<file path="config.mk">
export PLATFORM = sky130hd
export DESIGN_NAME = cfg_pulse_gen
export DESIGN_NICKNAME = d
export VERILOG_FILES = /design/src/rtl/cfg_pulse_gen_pkg.sv /design/src/rtl/cfg_pulse_gen_phase_cnt.sv /design/src/rtl/cfg_pulse_gen.sv
export SDC_FILE = /design/constraint.sdc
export NUM_CORES = 1
export LEC_CHECK = 0
export ABC_AREA = 1
export ABC_CLOCK_PERIOD_IN_PS = 4600
export CAP_MARGIN = 40
export CORE_MARGIN = 8
export CORE_UTILIZATION = 42
export CTS_CLUSTER_DIAMETER = 30
export DETAILED_ROUTE_END_ITERATION = 6
export HOLD_SLACK_MARGIN = 0.15
export PLACE_DENSITY_LB_ADDON = 0.25
export SLEW_MARGIN = 20
export SYNTH_ARGS = -nofsm -noshare
export SYNTH_HDL_FRONTEND = slang
export SYNTH_SLANG_ARGS = --single-unit
</file>
<file path="constraint.sdc">
create_clock -name aclk -period 4.6 [get_ports aclk]
set_input_delay 0.92 -clock aclk [delete_from_list [all_inputs] [get_ports aclk]]
set_output_delay 0.92 -clock aclk [all_outputs]
set_load 0.01 [all_outputs]
</file>
<file path="src/rtl/cfg_pulse_gen_pkg.sv">
// Shared field layout, state encoding and limits for the cfg-driven pulse generator.
package cfg_pulse_gen_pkg;

    localparam int PER_LSB    = 0;
    localparam int WID_LSB    = 32;
    localparam int NUM_LSB    = 48;
    localparam int RUN_BIT    = 63;
    localparam int MIN_PERIOD = 2;

    typedef enum logic [1:0] {
        IDLE = 2'd0,
        RUN  = 2'd1,
        DONE = 2'd2
    } state_t;

endpackage

</file>
<file path="src/rtl/cfg_pulse_gen_phase_cnt.sv">
// Wrap-around phase counter: counts 0..period-1 while enabled, load forces phase 0.
module pulse_phase_cnt #(
    parameter int PER_WIDTH = 32
) (
    input  logic                 clk,
    input  logic                 rst,
    input  logic                 load,
    input  logic                 en,
    input  logic [PER_WIDTH-1:0] period,
    output logic [PER_WIDTH-1:0] phase_nxt_o,
    output logic                 wrap_o
);

    logic [PER_WIDTH-1:0] phase_q;
    logic [PER_WIDTH-1:0] phase_d;

    assign wrap_o = en && (phase_q == period - PER_WIDTH'(1));

    always_comb begin
        phase_d = phase_q;
        if (load) begin
            phase_d = '0;
        end else if (en) begin
            phase_d = wrap_o ? '0 : phase_q + PER_WIDTH'(1);
        end
    end

    // Exposed so the registered pulse output can track the new phase on the same edge.
    assign phase_nxt_o = phase_d;

    always_ff @(posedge clk or posedge rst) begin
        if (rst) begin
            phase_q <= '0;
        end else begin
            phase_q <= phase_d;
        end
    end

endmodule

</file>
<file path="src/rtl/cfg_pulse_gen.sv">
// Programmable pulse train driven by the packed cfg word; P/W/N are shadowed on the run 0->1 edge.
module cfg_pulse_gen
    import cfg_pulse_gen_pkg::*;
#(
    parameter int CFG_DATA_WIDTH = 64,
    parameter int PER_WIDTH      = 32,
    parameter int WID_WIDTH      = 16,
    parameter int NUM_WIDTH      = 15
) (
    input  logic                      aclk,
    input  logic                      areset,
    input  logic [CFG_DATA_WIDTH-1:0] cfg_data,
    output logic                      pulse_o,
    output logic                      busy_o,
    output logic                      done_o,
    output logic                      err_o,
    output logic [NUM_WIDTH-1:0]      pulse_cnt_o
);

    logic [PER_WIDTH-1:0] cfg_per;
    logic [WID_WIDTH-1:0] cfg_wid;
    logic [NUM_WIDTH-1:0] cfg_num;
    logic                 run;
    logic [PER_WIDTH-1:0] cfg_per_m1;
    logic [WID_WIDTH-1:0] wid_clamp;
    logic                 start;

    assign cfg_per    = cfg_data[PER_LSB +: PER_WIDTH];
    assign cfg_wid    = cfg_data[WID_LSB +: WID_WIDTH];
    assign cfg_num    = cfg_data[NUM_LSB +: NUM_WIDTH];
    assign run        = cfg_data[RUN_BIT];
    assign cfg_per_m1 = cfg_per - PER_WIDTH'(1);

    // W >= P would leave no low time; clamp so every period has at least one low cycle.
    assign wid_clamp = ({{(PER_WIDTH-WID_WIDTH){1'b0}}, cfg_wid} >= cfg_per)
                       ? cfg_per_m1[WID_WIDTH-1:0] : cfg_wid;

    state_t               state_q, state_d;
    logic                 run_q;
    logic [PER_WIDTH-1:0] per_q, per_d;
    logic [WID_WIDTH-1:0] wid_q, wid_d;
    logic [NUM_WIDTH-1:0] num_q, num_d;
    logic [NUM_WIDTH-1:0] cnt_q, cnt_d;
    logic                 pulse_q, pulse_d;
    logic                 busy_q, busy_d;
    logic                 done_q, done_d;
    logic                 err_q, err_d;

    logic                 ph_load, ph_en, ph_wrap;
    logic [PER_WIDTH-1:0] ph_nxt;
    logic [NUM_WIDTH-1:0] cnt_sat;

    assign start   = run && !run_q;
    assign cnt_sat = (cnt_q == '1) ? cnt_q : cnt_q + NUM_WIDTH'(1);

    pulse_phase_cnt #(
        .PER_WIDTH (PER_WIDTH)
    ) u_phase (
        .clk         (aclk),
        .rst         (areset),
        .load        (ph_load),
        .en          (ph_en),
        .period      (per_q),
        .phase_nxt_o (ph_nxt),
        .wrap_o      (ph_wrap)
    );

    always_comb begin
        state_d = state_q;
        per_d   = per_q;
        wid_d   = wid_q;
        num_d   = num_q;
        cnt_d   = cnt_q;
        pulse_d = pulse_q;
        busy_d  = busy_q;
        done_d  = 1'b0;
        err_d   = 1'b0;
        ph_load = 1'b0;
        ph_en   = 1'b0;
        case (state_q)
            IDLE: begin
                if (start) begin
                    if (cfg_per < PER_WIDTH'(MIN_PERIOD)) begin
                        err_d = 1'b1;
                    end else begin
                        per_d   = cfg_per;
                        wid_d   = wid_clamp;
                        num_d   = cfg_num;
                        cnt_d   = '0;
                        ph_load = 1'b1;
                        state_d = RUN;
                        busy_d  = 1'b1;
                        pulse_d = (wid_clamp != '0);
                    end
                end
            end
            RUN: begin
                if (!run) begin
                    // Abort wins over a coincident wrap: count holds, no done strobe.
                    state_d = IDLE;
                    pulse_d = 1'b0;
                    busy_d  = 1'b0;
                end else begin
                    ph_en   = 1'b1;
                    pulse_d = (ph_nxt < {{(PER_WIDTH-WID_WIDTH){1'b0}}, wid_q});
                    if (ph_wrap) begin
                        cnt_d = cnt_sat;
                        if ((num_q != '0) && (cnt_sat == num_q)) begin
                            state_d = DONE;
                            done_d  = 1'b1;
                            busy_d  = 1'b0;
                            pulse_d = 1'b0;
                        end
                    end
                end
            end
            DONE: begin
                if (!run) begin
                    state_d = IDLE;
                end
            end
            default: begin
                state_d = IDLE;
                pulse_d = 1'b0;
                busy_d  = 1'b0;
            end
        endcase
    end

    always_ff @(posedge aclk or posedge areset) begin
        if (areset) begin
            state_q <= IDLE;
            run_q   <= 1'b1;  // a run bit already high at reset release must not start
            per_q   <= '0;
            wid_q   <= '0;
            num_q   <= '0;
            cnt_q   <= '0;
            pulse_q <= 1'b0;
            busy_q  <= 1'b0;
            done_q  <= 1'b0;
            err_q   <= 1'b0;
        end else begin
            state_q <= state_d;
            run_q   <= run;
            per_q   <= per_d;
            wid_q   <= wid_d;
            num_q   <= num_d;
            cnt_q   <= cnt_d;
            pulse_q <= pulse_d;
            busy_q  <= busy_d;
            done_q  <= done_d;
            err_q   <= err_d;
        end
    end

    assign pulse_o     = pulse_q;
    assign busy_o      = busy_q;
    assign done_o      = done_q;
    assign err_o       = err_q;
    assign pulse_cnt_o = cnt_q;

endmodule

</file>
==> flow_metrics.tcl <==
set metrics [dict create \
    status "finished with violations" \
    violations "DRC" \
    crit_slowest_cell "dfrtp_1" \
    seqPwrFrac_pct 32.9 \
    rr_worst_depth 30 \
    fin_crit_sh_pct 91.2 \
    critPathArrivalTime_ns 4.56 \
    ys_async_sr_fraction_pct 100 \
    track_usage_pct 20.3 \
    num_rows 53 \
    synth_area_mm2 0.00875 \
    setup_viol 0 \
    nets 1490 \
    grt_use_met1_pct 26.6 \
    dp_hpwl_um 20500 \
    skew_ns 0.0152 \
    synthDistinctLibCells 57 \
    viasPerCell 5.03 \
    tightest_slew_ns 0.577 \
    final_common_cell "nand2_1" \
    final_cell_mix "nand2_1, inv_1, nor2_1, dfrtp_1, clkdlybuf4s50_1" \
    dp_cells 1643 \
    dr.pass1.iters 7 \
    drv_slew 0 \
    cpPeakStageDelay_ns 0.42 \
    p_sw_uw 2140 \
    grt_max_degree 64 \
    cts-buffers-inserted 17 \
    root_buffer "clkbuf_16" \
    io_pins 85 \
    rsz0062_at_grt "no" \
    start_util_pct 42.2 \
    drive_gt1_share_pct 8.20 \
    gp_congestion 0.935 \
    final_core_utilization_pct 51.3 \
    wirelength_um 25800 \
    grt_pass1_wl_um 42200 \
    drc 3 \
    seq_area_frac_synth_pct 33.5 \
    synth_flop_cell "dfrtp_1" \
    instances_no_fill 1677 \
    ant_nets 0 \
    vdd_drop_max_v 0.000178 \
    synth-edff-count 0 \
    p_int_uw 2880 \
    comb_power_share_pct 40.2 \
    clock_path_buffers 2 \
    ys_warn_count 0 \
    start_kind "flip-flop" \
    htree_levels 4 \
    core_area_mm2 0.0208 \
    post_drt_wl_per_cell_um 15.4 \
    cp_common_cell "nand2_1" \
    synth_cells 1283 \
    cts-hold-fix-buffers 0 \
    cp.required_ns 4.97 \
    cts_num_sinks 117 \
    die_w_um 160 \
    busiest_layer "met2" \
    crit_path_end "pulse_o" \
    diodes 0 \
    fmax_mhz 238 \
    syn_avg_cell_area_um2 6.82 \
    hp-start "busy_o" \
    port_buffers 84 \
    post_cts_resized 0 \
    grt-ovfl-total 0 \
    powerDensity_mw_per_mm2 472 \
    die-area_mm2 0.0257 \
    endpoint_kind "flip-flop" \
    critPathKind "reg -> reg" \
    hold_class "reg -> reg" \
    first_iter_violations 509 \
    cts_setup_buffers 0 \
    crit_path_start "per_q[5]" \
    crit_fanout 12 \
    seq_area_mm2 0.00293 \
    cts_tree "done" \
    cts.reportedPaths.clkPinSlew_ns 0.06 \
    fillers 2120 \
    grt_antenna_before_repair 0 \
    p_clk_share_pct 26.9 \
    finalHoldViolations 0 \
    fin_hold_ws_ns 0.474 \
    die_y_um 160 \
    grt_util_met2_pct 33.1 \
    multi_input_area_mm2 0.00503 \
    rrSetupSlack_ns 0.40 \
    slew_headroom_pct 61.6 \
    cap_viol_max_count 0 \
    met3_usage_pct 3.51 \
    ys_ff_latch 117 \
    grt_pass1_vias 8183 \
    r2r-start "per_q[5]" \
    syn_to_final_growth_pct 21.6 \
    vias 8435 \
    setup_tns_ns 0 \
    min_period_ns 4.20 \
    r2r-end "pulse_o" \
    power.leakage_uw 0.00537 \
    p_sw_share_pct 42.6 \
    clkLatencyLatePin_ns 0.43 \
    synthesis.nets 1384 \
]
==> critical path: cells and delay by family, from the launching register on <==
kind,cells,cell delay (ns)
and+or+nand+nor,22,2.74
buffers and inverters,5,0.49
DFF,1,0.42
adders and majority gates,1,0.29
AOI/OAI and AO/OA,2,0.17
==> metal layers <==
metal  part of all wire (%)  up-vias
met5                      0        -
met3                    4.4       45
met2                     46      223
li1                       -     4291
met4                    2.6        0
met1                     47     3876
==> power groups by stage <==
| stage | logic [uW] | registers [uW] | clock network [uW] |
|---|---|---|---|
| detailed placement | 2000 | 1660 | 0 |
| floorplan | 1450 | 1570 | 0 |
| finish | 2020 | 1650 | 1350 |
| CTS | 2020 | 1650 | 1370 |
| global placement | 1970 | 1650 | 0 |
| global route | 2290 | 1690 | 1410 |
==> area by class of cell <==
cell class | instances | share of cell area [%]
multi-input combinational | 962 | 47.3
sequential | 117 | 27.5
timing repair buffer | 109 | 9.86
inverter | 182 | 6.50
clock buffer | 18 | 4.03
tap | 275 | 3.23
clock inverter | 14 | 1.55
==> kinds of logic after synthesis <==
logic type / count (synthesis) / share of synthesized area [%]
AOI/OAI and AO/OA: 124 / 8.17
xor gates and xnor gates: 70 / 7.01
adders and majority gates: 35 / 5.01
buffers and inverters: 204 / 9.11
DFF: 117 / 33.5
and+or+nand+nor: 733 / 37.2
==> flip-flops by register name (all words and copies together) (netlist names), 2 cells and up <==
register / count
pulse_cnt_o: 15
wid_q: 16
num_q: 15
state_q: 2
per_q: 32
u_phase.phase_q: 32
==> Yosys cell counts (all sizes together), types with 3 or more instances <==
cell type,instances,area [um^2]
a211oi,3,22.5
a21oi,24,124
buf,7,51.3
clkbuf,15,56.3
dfrtp,116,2900
ha,35,438
inv,180,681
nand2,417,1580
nand3,68,368
nand3b,8,60.1
nand4,34,228
nor2,165,758
nor3,21,116
nor3b,3,27.5
nor4,8,50.1
o211ai,6,50.1
o21ai,71,359
o21bai,4,30.0
o31ai,5,42.5
or2,6,37.5
xnor2,22,193
xor2,48,420
==> metrics by stage <==
| stage | worst slack [ns] | area (um^2) | power, uW |
|---|---|---|---|
| finish | 0.404 | 10600 | 5020 |
| global route | 0.0155 | 10600 | 5400 |
| CTS | 0.322 | 10600 | 5030 |
| detailed placement | 0.0667 | 10000 | 3660 |
| global placement | 0.262 | 10000 | 3630 |
| floorplan | 0.581 | 8750 | 3020 |
==> worst min-delay path by stage <==
stage / end / depth (start not counted) / slack (ns)
finish: busy_o / 2 / 0.47
CTS: busy_o / 2 / 0.48
detailed placement: busy_o / 2 / 0.46
floorplan: wid_q[0] / 2 / 0.45
global placement: busy_o / 2 / 0.46
global route: busy_o / 2 / 0.51
Power figures use the tool's default switching activity.
